--- config.mk ---
export PLATFORM = sky130hd
export DESIGN_NAME = paddle_position_ctrl
export DESIGN_NICKNAME = d
export VERILOG_FILES = /design/src/rtl/pong_pkg.sv /design/src/rtl/paddle_axis.sv /design/src/rtl/paddle_position_ctrl.sv
export SDC_FILE = /design/constraint.sdc
export NUM_CORES = 1
export LEC_CHECK = 0
export BUFFER_PORTS_ARGS = -buffer_cell sky130_fd_sc_hd__buf_4
export CORE_MARGIN = 1.5
export CORE_UTILIZATION = 30
export CTS_CLUSTER_SIZE = 10
export DETAILED_ROUTE_END_ITERATION = 10
export GPL_ROUTABILITY_DRIVEN = 0
export PLACE_DENSITY = 0.48
export SLEW_MARGIN = 25
export SYNTH_ARGS = -nofsm -noshare
export SYNTH_HDL_FRONTEND = slang
export SYNTH_SLANG_ARGS = --single-unit
--- constraint.sdc ---
create_clock -name clk -period 2.9 [get_ports clk]
set_input_delay 0.58 -clock clk [delete_from_list [all_inputs] [get_ports clk]]
set_output_delay 0.58 -clock clk [all_outputs]
set_load 0.005 [all_outputs]
--- src/rtl/pong_pkg.sv ---
// Shared encodings, geometry constants and the clamped step helper for the paddle controllers.
package pong_pkg;

  localparam int unsigned FIELD_H     = 480;
  localparam int unsigned PADDLE_H    = 64;
  localparam int unsigned Y_W         = 10;
  localparam int unsigned STEP        = 4;
  localparam int unsigned REPEAT_DLY  = 25;
  localparam int unsigned REPEAT_PER  = 5;
  localparam int unsigned ACCEL_AFTER = 8;

  localparam int unsigned Y_MAX    = FIELD_H - PADDLE_H;
  localparam int unsigned Y_CENTER = Y_MAX / 2;
  localparam int unsigned CNT_W    = $clog2(REPEAT_DLY);

  typedef enum logic [1:0] {StIdle, StDelay, StRepeat} axis_state_e;
  typedef enum logic [1:0] {DirNone, DirUp, DirDown} dir_e;

  function automatic dir_e decode_dir(input logic up, input logic down);
    if (up && !down) return DirUp;
    if (down && !up) return DirDown;
    return DirNone;
  endfunction

  // One extra bit of headroom so neither direction can wrap before clamping.
  function automatic logic [Y_W-1:0] clamp_step(input logic [Y_W-1:0] y, input dir_e dir,
                                                input logic [Y_W:0] step);
    logic [Y_W:0] ext;
    logic [Y_W:0] res;
    ext = {1'b0, y};
    res = ext;
    if (dir == DirUp) begin
      res = (ext < step) ? '0 : ext - step;
    end else if (dir == DirDown) begin
      res = ext + step;
      if (res > (Y_W+1)'(Y_MAX)) res = (Y_W+1)'(Y_MAX);
    end
    return Y_W'(res);
  endfunction

endpackage

--- src/rtl/paddle_axis.sv ---
// Press/hold auto-repeat FSM and clamped position register for a single paddle.
// Optional PADDLE_ACCEL_EN doubles the step after ACCEL_AFTER auto-repeat steps.
module paddle_axis
  import pong_pkg::*;
(
  input  logic           clk,
  input  logic           rst,
  input  logic           en,
  input  logic           center,
  input  logic           up,
  input  logic           down,
  output logic [Y_W-1:0] y,
  output logic           moving
);

  axis_state_e      state;
  dir_e             dir;
  dir_e             dir_lat;
  logic [CNT_W-1:0] cnt;
  logic [CNT_W-1:0] limit;
  logic             timer_hit;
  logic [Y_W:0]     step_sz;

  always_comb begin
    dir       = decode_dir(up, down);
    limit     = (state == StRepeat) ? CNT_W'(REPEAT_PER - 1) : CNT_W'(REPEAT_DLY - 1);
    timer_hit = (cnt == limit);
  end

`ifdef PADDLE_ACCEL_EN
  localparam int unsigned RPT_W = $clog2(ACCEL_AFTER + 1);
  logic [RPT_W-1:0] rpt_cnt;

  // Counts timer-driven steps only; any break in the same-direction hold clears it.
  always_ff @(posedge clk or posedge rst) begin
    if (rst) begin
      rpt_cnt <= '0;
    end else if (center || !en || dir == DirNone || state == StIdle || dir != dir_lat) begin
      rpt_cnt <= '0;
    end else if (timer_hit && rpt_cnt != RPT_W'(ACCEL_AFTER)) begin
      rpt_cnt <= rpt_cnt + 1'b1;
    end
  end

  assign step_sz = (rpt_cnt == RPT_W'(ACCEL_AFTER)) ? (Y_W+1)'(2 * STEP) : (Y_W+1)'(STEP);
`else
  assign step_sz = (Y_W+1)'(STEP);
`endif

  always_ff @(posedge clk or posedge rst) begin
    if (rst) begin
      y       <= Y_W'(Y_CENTER);
      state   <= StIdle;
      cnt     <= '0;
      dir_lat <= DirNone;
      moving  <= 1'b0;
    end else if (center) begin
      y      <= Y_W'(Y_CENTER);
      state  <= StIdle;
      cnt    <= '0;
      moving <= 1'b0;
    end else if (!en || dir == DirNone) begin
      state  <= StIdle;
      cnt    <= '0;
      moving <= 1'b0;
    end else begin
      moving <= 1'b1;
      case (state)
        StIdle: begin
          y       <= clamp_step(y, dir, step_sz);
          dir_lat <= dir;
          cnt     <= '0;
          state   <= StDelay;
        end
        default: begin
          if (dir != dir_lat) begin
            y       <= clamp_step(y, dir, step_sz);
            dir_lat <= dir;
            cnt     <= '0;
            state   <= StDelay;
          end else if (timer_hit) begin
            y     <= clamp_step(y, dir, step_sz);
            cnt   <= '0;
            state <= StRepeat;
          end else begin
            cnt <= cnt + 1'b1;
          end
        end
      endcase
    end
  end

endmodule

--- src/rtl/paddle_position_ctrl.sv ---
// Two independent paddle axes sharing enable and re-centre; keypad levels in, clamped y out.
// Build option: PADDLE_ACCEL_EN enables step acceleration during long holds.
module paddle_position_ctrl
  import pong_pkg::*;
(
  input  logic           clk,
  input  logic           rst,
  input  logic           en,
  input  logic           center,
  input  logic           up1,
  input  logic           down1,
  input  logic           up2,
  input  logic           down2,
  output logic [Y_W-1:0] paddle1_y,
  output logic [Y_W-1:0] paddle2_y,
  output logic           moving1,
  output logic           moving2
);

  paddle_axis u_axis1 (
    .clk    (clk),
    .rst    (rst),
    .en     (en),
    .center (center),
    .up     (up1),
    .down   (down1),
    .y      (paddle1_y),
    .moving (moving1)
  );

  paddle_axis u_axis2 (
    .clk    (clk),
    .rst    (rst),
    .en     (en),
    .center (center),
    .up     (up2),
    .down   (down2),
    .y      (paddle2_y),
    .moving (moving2)
  );

endmodule

==> results of run 1 <==
## critical path: cells and delay by family (launching register included)
kind,cells,cell delay (ns)
mux,1,0.36
flops,1,0.69
simple gates,3,0.56
compound gates,3,0.61
## cells by family (layout without fill, tap and decap cells)
| logic type | Yosys count | after routing |
|---|---|---|
| muxes | 4 | 4 |
| AOI/OAI and AO/OA | 70 | 70 |
| other | 1 | 4 |
| DFF | 36 | 36 |
| and+or+nand+nor | 137 | 137 |
| adders and majority gates | 12 | 12 |
| xor gates and xnor gates | 18 | 18 |
| buffers and inverters | 46 | 64 |
## area by class of cell
cell class                 count  area share [%]
sequential                    36            30.0
timing repair buffer          30            7.85
tap                          108            4.46
clock buffer                   6            2.73
clock inverter                 2           0.330
multi-input combinational    245            51.4
inverter                      26            3.22
## sequential cells by signal, indices dropped and copies added, names as in the netlist
signal           cells
u_axis1.y            8
u_axis2.y            8
u_axis1.cnt          5
u_axis2.cnt          5
u_axis1.dir_lat      2
u_axis1.state        2
u_axis2.dir_lat      2
u_axis2.state        2
u_axis1.moving       1
u_axis2.moving       1
## worst paths after layout
check | end | slack (ns) | depth (start not counted)
min in group clk | u_axis1.cnt[0] | 0.49 | 1
max in group asynchronous | u_axis2.y[6] | 1.86 | 3
hold / removal | u_axis1.cnt[3] | 0.40 | 2
hold reg to reg | u_axis1.cnt[0] | 0.49 | 1
setup reg to reg | u_axis1.y[2] | 0.58 | 7
setup / recovery | u_axis1.y[2] | 0.58 | 7
## cells in the mapped netlist, drive strengths merged (2+ instances only)
cell and instances:
nor2 33, xor2 8, and2 4, or3 2, a221oi 2, a31o 3
nor2b 6, nand3b 2, a31oi 5, and4b 3, nand2b 3, a21oi 19
nand3 19, xnor2 10, nor3 11, nand4 5, nand2 37, dfrtp 30
a211oi 4, inv 26, clkbuf 3, o21ai 13, and3 2, a21boi 2
nor4 3, ha 12, nor3b 2, o211ai 6, mux2 3, dfstp 6
o21a 2, o22ai 4, buf 17
## where the power goes
part	switching (W)	total [W]	internal, W
logic	0.0000907	0.000158	0.0000673
clock network	0.000187	0.000376	0.000190
registers	0.0000249	0.000548	0.000523
total	0.000302	0.00108	0.000780
## routing by layer
| layer | up-vias | part of all wire, % | track usage (%) | wire (um) |
|---|---|---|---|---|
| met4 | 0 | 1.2 | 4.73 | 80 |
| met2 | 35 | 47 | 22.9 | 3010 |
| met5 | - | 0 | 0 | 0 |
| met3 | 7 | 2.9 | 2.45 | 187 |
| met1 | 1111 | 49 | 18.9 | 3150 |
| li1 | 1158 | - | - | - |
## cells in the final DEF, fill, tap and decap left out, types with 3 or more instances in the layout
cell type / synthesis / routed
a211oi_1: 3 / 3
a21oi_1: 18 / 18
a31oi_1: 5 / 5
and2_1: 4 / 4
and4b_1: 3 / 3
buf_4: 8 / 29
clkbuf_8: 0 / 6
conb_1: 1 / 4
dfrtp_1: 30 / 30
dfstp_2: 6 / 6
ha_1: 12 / 12
inv_1: 25 / 25
nand2_1: 36 / 36
nand2b_1: 3 / 3
nand3_1: 18 / 18
nand4_1: 5 / 5
nor2_1: 31 / 31
nor2b_1: 6 / 6
nor3_1: 9 / 9
o211ai_1: 5 / 5
o21ai_0: 11 / 11
o22ai_1: 3 / 3
xnor2_1: 10 / 10
xor2_1: 8 / 8
## stage by stage
step	util (%)	setup slack, ns	total power, W
after detailed placement	33.8	0.368	0.000717
after floorplan	-	0.725	0.000668
after global placement	33.8	0.437	0.000716
final	34.9	0.582	0.00108
after global routing	34.9	0.372	0.00114
after CTS	34.9	0.566	0.00110
==> impl_metrics.toml, run 1 <==
[status]
status = "completed"

[timing]
post-route-period-util_pct = 79.9
fin_skew_ns = 0.00381
finalSetupViolCount = 0
tns_ns = 0
min_period_ns = 2.32
tightest_slew_ns = 0.699
slew_headroom_pct = 53.3
hold_ws_ns = 0.399
slew_viol_final = 0
rsz0062_at_grt = "no"
clock.fmax_mhz = 431
finalHoldViolCount = 0

[cells_and_area]
syn2layout_area_growth_pct = 13.0
diodes = 0
final_layout_size_suffix_gt1_share_pct = 18.0
fin_area_sq_um = 3030
regArea_sq_um = 908
stdcell_count = 453
multi_input_comb_area_sq_um = 1560
nets = 364
fill_cells = 926

[job]
cap_violations = 0

[logic_synthesis]
syn_area_per_cell_sq_um = 8.28
yosys.cell_types.count = 66
synthMuxAreaShare_pct = 1.63
yosysTopAreaCellShare_pct = 28.0
yosys.area_share.adder_pct = 5.60
synth_edf_count = 0
synth_compound_area_share_pct = 18.0
yosysSeqAreaShare_pct = 33.9
synth-xor-area-share_pct = 5.88
ys.flop_type = "dfrtp_1"
async_reset_ff_share_pct = 100
synthSimpleGateAreaFrac_pct = 26.4
yosysTopAreaCell = "dfrtp_1"
ys_ff_latch = 36
synth_top_family_by_area = "simple AND/OR/NAND/NOR gates"
syn_inst = 324
syn-cell-area_sq_um = 2680
yosys_warnings = 0
synth.area.top_cells = "dfrtp_1 28%, dfstp_2 5.9%, ha_1 5.6%"

[placement]
dpl.hpwl_mm = 4.68
numPortBuffers = 25
dp.cells = 445
place_area_sq_um = 2940

[route]
drtAntennaViolNets = 0
vias = 2311
drt-initial-drc-count = 88
vias_per_cell = 5.10
post-route-drc-count = 0
wl_per_cell_um = 14.2
drt-total-wl_mm = 6.43
drt_pass1_iterations = 4

[power]
p_leak_nw = 1.28
power.density_nw_per_um2 = 357
vdd_drop_max_v = 0.000136

[clocking]
cts_resized = 0
cts_max_path_buffers = 2
cts_tree = "built"
clk_latency_ns = 0.29
numClockSinks = 36
postCtsSetupRepairBufs = 0
clockRootBuffer = "clkbuf_8"
clk_pin_slew_ns = 0.08
numCtsBuffers = 5
hold_buffers = 0
htreeDepth = 2

[grt]
track_usage_pct = 14.1
antenna_found_initial = 0
grt_pass1_vias = 2268
grt_pass1_wl_mm = 11.1
grt_start_max_net_pins = 21
grt-ovfl-total = 0

[floorplan]
core_area_sq_um = 8680
ios = 30
fp.dieW_um = 97.5
die_y_um = 97.5
initial_utilization_pct = 30.9
row_count = 34
die_area_sq_um = 9510

[worst_setup_path]
cp.arrival_ns = 2.51
path_cells = "nand3_2 -> nor3_2 -> mux2_1 -> a21oi_2 -> a31o_4 -> nand2_1 -> a311oi_1"
reg2reg_from = "u_axis1.y[6]"
crit_slowest_cell = "dfstp_2"
required_ns = 3.09
setup.worst_path.start = "u_axis1.y[6]"
crit_path_start_kind = "flip-flop"
path_class = "reg -> reg"
slowest_delay_ns = 0.69
cp-end-kind = "flip-flop"
crit_fanout = 12

[hold_path]
hold_path_class = "in -> async"
Note: power is estimated with default switching activity, not from simulation.
==> run 2: changes to the inputs <==
- ABC_AREA: unset -> 1
- PLACE_DENSITY: 0.48 -> 0.5
- clock period: 2.9 -> 2 ns (I/O delays scaled with it)
==> run 2 against run 1 <==
- via count rose by 15%
- count of clock-buffer cells in the layout rose by 2
- fmax rose by 30%
- sequential power rose by 47%
- synthesized area rose by 5.3%
- core utilization rose by 0.66 points
==> impl_metrics.toml, run 2 <==
[clocking]
htreeDepth = 2
postCtsSetupRepairBufs = 0
cts_resized = 0
clk_latency_ns = 0.29
cts_tree = "built"
cts_max_path_buffers = 2
numClockSinks = 36
numCtsBuffers = 5
clk_pin_slew_ns = 0.07
clockRootBuffer = "clkbuf_8"
hold_buffers = 0

[floorplan]
ios = 30
die_area_sq_um = 10000
fp.dieW_um = 100
row_count = 35
die_y_um = 100
core_area_sq_um = 9200
initial_utilization_pct = 30.7

[logic_synthesis]
async_reset_ff_share_pct = 100
synthTopCellsByCount = "105 x nand2_1, 65 x nor2_1, 55 x inv_1"
yosysTopAreaCell = "dfrtp_1"
ys_ff_latch = 36
yosysTopAreaCellShare_pct = 26.6
synth_edf_count = 0
synth.area.top_cells = "dfrtp_1 27%, nand2_1 14%, nor2_1 8.6%"
syn-cell-area_sq_um = 2820
ys.flop_type = "dfrtp_1"
syn_area_per_cell_sq_um = 6.68
synthMostInstantiatedCell = "nand2_1"
yosysSeqAreaShare_pct = 32.2
yosys.cell_types.count = 33
syn_inst = 423
yosys_warnings = 0

[power]
vdd_drop_max_v = 0.000329
p_leak_nw = 1.61
power.density_nw_per_um2 = 519

[route]
post-route-drc-count = 0
drt-initial-drc-count = 117
wl_per_cell_um = 11.9
vias = 2661
drtAntennaViolNets = 0
drt_pass1_iterations = 4
vias_per_cell = 4.65
drt-total-wl_mm = 6.79

[timing]
finalSetupViolCount = 0
slew_viol_final = 0
tns_ns = 0
min_period_ns = 1.78
finalHoldViolCount = 0
clock.fmax_mhz = 561
fin_skew_ns = 0.00862
post-route-period-util_pct = 89.1
rsz0062_at_grt = "no"
hold_ws_ns = 0.234

[worst_setup_path]
crit_path_start_kind = "flip-flop"
r2r_cells = 11
path_buf_inv = 0
crit_fanout = 5
slowest_delay_ns = 0.43
setup.worst_path.start = "u_axis2.y[2]"
cp.arrival_ns = 2.01
required_ns = 2.23
worstSetupPathDepth = 11
crit_slowest_cell = "dfrtp_1"
cp-end-kind = "flip-flop"
critPathTopFamily = "simple AND/OR/NAND/NOR gates"
path_class = "reg -> reg"
crit_top_cell = "nand2_1"
path_cells = "ha_1 -> nand3_2 -> nor2_1 -> nor2_1 -> nor2_1 -> nand2_1 -> o21ai_1 -> nand2_1 -> nand2_1 -> nand2_1 -> nand2_1"
r2r_setup_slack_ns = 0.22
r2r-end = "u_axis2.y[5]"
reg2reg_from = "u_axis2.y[2]"

[cells_and_area]
final_layout_size_suffix_gt1_share_pct = 18.2
nets = 480
reg_top3 = "u_axis1.y: 8 flops, u_axis2.y: 8 flops"
syn2layout_area_growth_pct = 15.8
fin_area_sq_um = 3270
final_cell_mix = "105 x nand2_1, 64 x nor2_1, 55 x inv_1"
final_common_cell = "nand2_1"
diodes = 0

[grt]
grt_pass1_wl_mm = 11.6
antenna_found_initial = 0
grt_start_max_net_pins = 37
grt_pass1_vias = 2478
track_usage_pct = 14.5
grt-ovfl-total = 0

[hold_path]
hold_path_class = "in -> async"

[placement]
dpl.hpwl_mm = 5.30
numPortBuffers = 25
place_area_sq_um = 3180

[job]
cap_violations = 0

[status]
status = "completed"
[run 2: final cells by class]
class	instances	area [sq um]
Fill cell	1011	5930
Multi-Input combinational cell	315	1600
Sequential cell	36	910
Timing Repair Buffer	40	300
Inverter	62	233
Tap cell	111	139
Clock buffer	8	90.1
[run 2: logic make-up after synthesis]
group,count (synthesis),share of synthesized area (%)
AND/OR/NAND/NOR,243,37.7
buffers and inverters,75,11.7
AO/OA/AOI/OAI,42,8.64
flip-flops,36,32.2
XOR/XNOR,14,4.34
adder cells (fa/ha/maj),12,5.32
other,1,0.133
[run 2: how the worst max path moves through the flow]
stage              endpoint  slack, ns
6_report       u_axis2.y[5]       0.22
5_1_grt        u_axis2.y[8]       0.01
4_1_cts        u_axis2.y[5]       0.15
3_5_place_dp   u_axis1.y[2]       0.14
3_3_place_gp   u_axis1.y[5]       0.17
2_1_floorplan  u_axis1.y[3]       0.38
[run 2: layer usage]
| layer | vias up | routed length [um] | global-route usage (%) |
|---|---|---|---|
| met2 | 58 | 3080 | 23.3 |
| met4 | 0 | 33 | 3.25 |
| met3 | 2 | 290 | 2.86 |
| met1 | 1210 | 3390 | 20.2 |
| met5 | - | 0 | 0 |
| li1 | 1391 | - | - |
[run 2: report_power, final]
group	internal [W]	switching, W
clock network	0.000281	0.000252
registers	0.000768	0.0000341
logic	0.000144	0.000218
total	0.00119	0.000504
[run 2: per-stage QoR]
step           util [%]  setup slack, ns  instances  total power, W
2_1_floorplan         -            0.384        426         0.00106
3_3_place_gp       34.5            0.167        564         0.00118
3_5_place_dp       34.5            0.141        564         0.00118
6_report           35.6            0.217        572         0.00170
5_1_grt            35.6           0.0121        572         0.00182
4_1_cts            35.5            0.152        572         0.00173
[run 2: worst min-delay path, cell delays in order]
cell	delay, ns
buf_4	0.10
inv_1	0.04
buf_4	0.42
==> run 3: changes to the inputs <==
- PLACE_DENSITY: 0.5 -> 0.48
- clock period: 2 -> 1.85 ns (I/O delays scaled with it)
==> run 3 against run 2 <==
- via count grew 2.3%
- clock skew shrank 0.0016 ns
- sequential share of layout area shrank 1.5 points
- critical path type unchanged
==> impl_metrics.toml, run 3 (synthesized netlist as in run 2, its figures left out) <==
[status]
status = "completed"

[power]
power_w = 0.00198
vdd_drop_max_v = 0.000331
p_leak_nw = 1.70
power.density_nw_per_um2 = 574

[cells_and_area]
fill_cells = 996
final_common_cell = "nand2_1"
nets = 496
final_cell_mix = "103 x nand2_1, 61 x nor2_1, 56 x buf_4"
diodes = 0
final_layout_size_suffix_gt1_share_pct = 24.3
reg_top3 = "u_axis1.y: 8 flops, u_axis2.y: 8 flops"
fin_util_pct = 37.6
syn2layout_area_growth_pct = 22.3

[grt]
grt_pass1_wl_mm = 11.9
grt_pass1_vias = 2513
antenna_found_initial = 0
grt-ovfl-total = 0
track_usage_pct = 14.6
grt_start_max_net_pins = 37

[clocking]
hold_buffers = 0
clockRootBuffer = "clkbuf_8"
clk_pin_slew_ns = 0.08
htreeDepth = 2
numCtsBuffers = 5
clk_latency_ns = 0.29
numClockSinks = 36
cts_max_path_buffers = 2
cts_tree = "built"

[worst_setup_path]
crit_path_start_kind = "flip-flop"
cp-end-kind = "flip-flop"
r2r_setup_slack_ns = 0.10
required_ns = 2.07
critPathTopFamily = "simple AND/OR/NAND/NOR gates"
worstSetupPathDepth = 9
path_class = "reg -> reg"
cp.arrival_ns = 1.97
slowest_delay_ns = 0.60
path_buf_inv = 2
path_cells = "buf_4 -> inv_1 -> nand3_1 -> nor2_1 -> nor2_2 -> nor2_1 -> nor3_1 -> nand2_1 -> nand2_1"
r2r_cells = 9
crit_fanout = 7
crit_slowest_cell = "dfstp_2"

[route]
vias_per_cell = 4.63
drtAntennaViolNets = 0
drt-total-wl_mm = 6.94
drt-initial-drc-count = 142
vias = 2722
drt_pass1_iterations = 4
wl_per_cell_um = 11.8
post-route-drc-count = 0

[floorplan]
initial_utilization_pct = 30.7
core_area_sq_um = 9200
ios = 30
row_count = 35
die_y_um = 100
die_area_sq_um = 10000
fp.dieW_um = 100

[timing]
setup_ws_ns = 0.103
finalSetupViolCount = 0
min_period_ns = 1.75
tns_ns = 0
slew_viol_final = 0
post-route-period-util_pct = 94.4
finalHoldViolCount = 0
clock.fmax_mhz = 572
rsz0062_at_grt = "yes"
hold_ws_ns = 0.191
fin_skew_ns = 0.00699

[placement]
dpl_worst_slack_ns = 0.0462
dpl.hpwl_mm = 5.42
numPortBuffers = 25

[hold_path]
hold_path_class = "in -> async"

[job]
cap_violations = 0
## run 3: cell types whose count changed in the layout (fill, tap and decap cells not counted), sizes merged
cell and change:
bufinv +1, clkinv +1, buf +16, clkinvlp +1, clkbuf -3
## run 3: metal layers
layer / share of wire (%) / track usage, % / vias up
li1: - / - / 1431
met1: 51 / 21.4 / 1247
met2: 45 / 23.1 / 42
met3: 3.2 / 2.16 / 2
met4: 0.42 / 2.60 / 0
met5: 0 / 0 / -
## run 3: layout make-up
type / count / area [sq um] / share of cell area (%)
clock buffer: 5 / 68.8 / 1.99
tap: 111 / 139 / 4.02
sequential: 36 / 910 / 26.3
timing repair buffer: 56 / 420 / 12.2
multi-input combinational: 315 / 1640 / 47.5
clock inverter: 3 / 42.5 / 1.23
inverter: 62 / 233 / 6.74
## run 3: worst reg2reg max path, stage by stage (launching register included)
cell and delay, ns:
dfstp_2 0.60, buf_4 0.19, inv_1 0.09, nand3_1 0.12, nor2_1 0.08, nor2_2 0.18
nor2_1 0.07, nor3_1 0.21, nand2_1 0.08, nand2_1 0.07
## run 3: stage by stage
step                      area, sq um  instances
final                            3450        588
after global placement           3240        572
after CTS                        3350        580
after floorplan                  2840        426
after detailed placement         3240        572
after global routing             3450        588
## run 3: where the power goes
group          internal, W  total, W  switching (W)
clock             0.000399  0.000700       0.000301
sequential        0.000830  0.000868      0.0000375
combinational     0.000174  0.000415       0.000240
## run 3: final timing paths
path,from,to
max,u_axis1.y[4],u_axis1.y[3]
max in group asynchronous,rst,u_axis2.y[7]
min,rst,u_axis2.cnt[3]
max reg2reg,u_axis1.y[4],u_axis1.y[3]
min in group clk,center,u_axis1.dir_lat[1]
min reg2reg,u_axis2.cnt[0],u_axis2.cnt[0]
## run 3: timing repair
| item | 4_1_cts | 5_1_grt |
|---|---|---|
| buffers inserted | 0 | 8 |
| gates resized for setup | 0 | 16 |
| setup endpoints to repair | 0 | 12 |
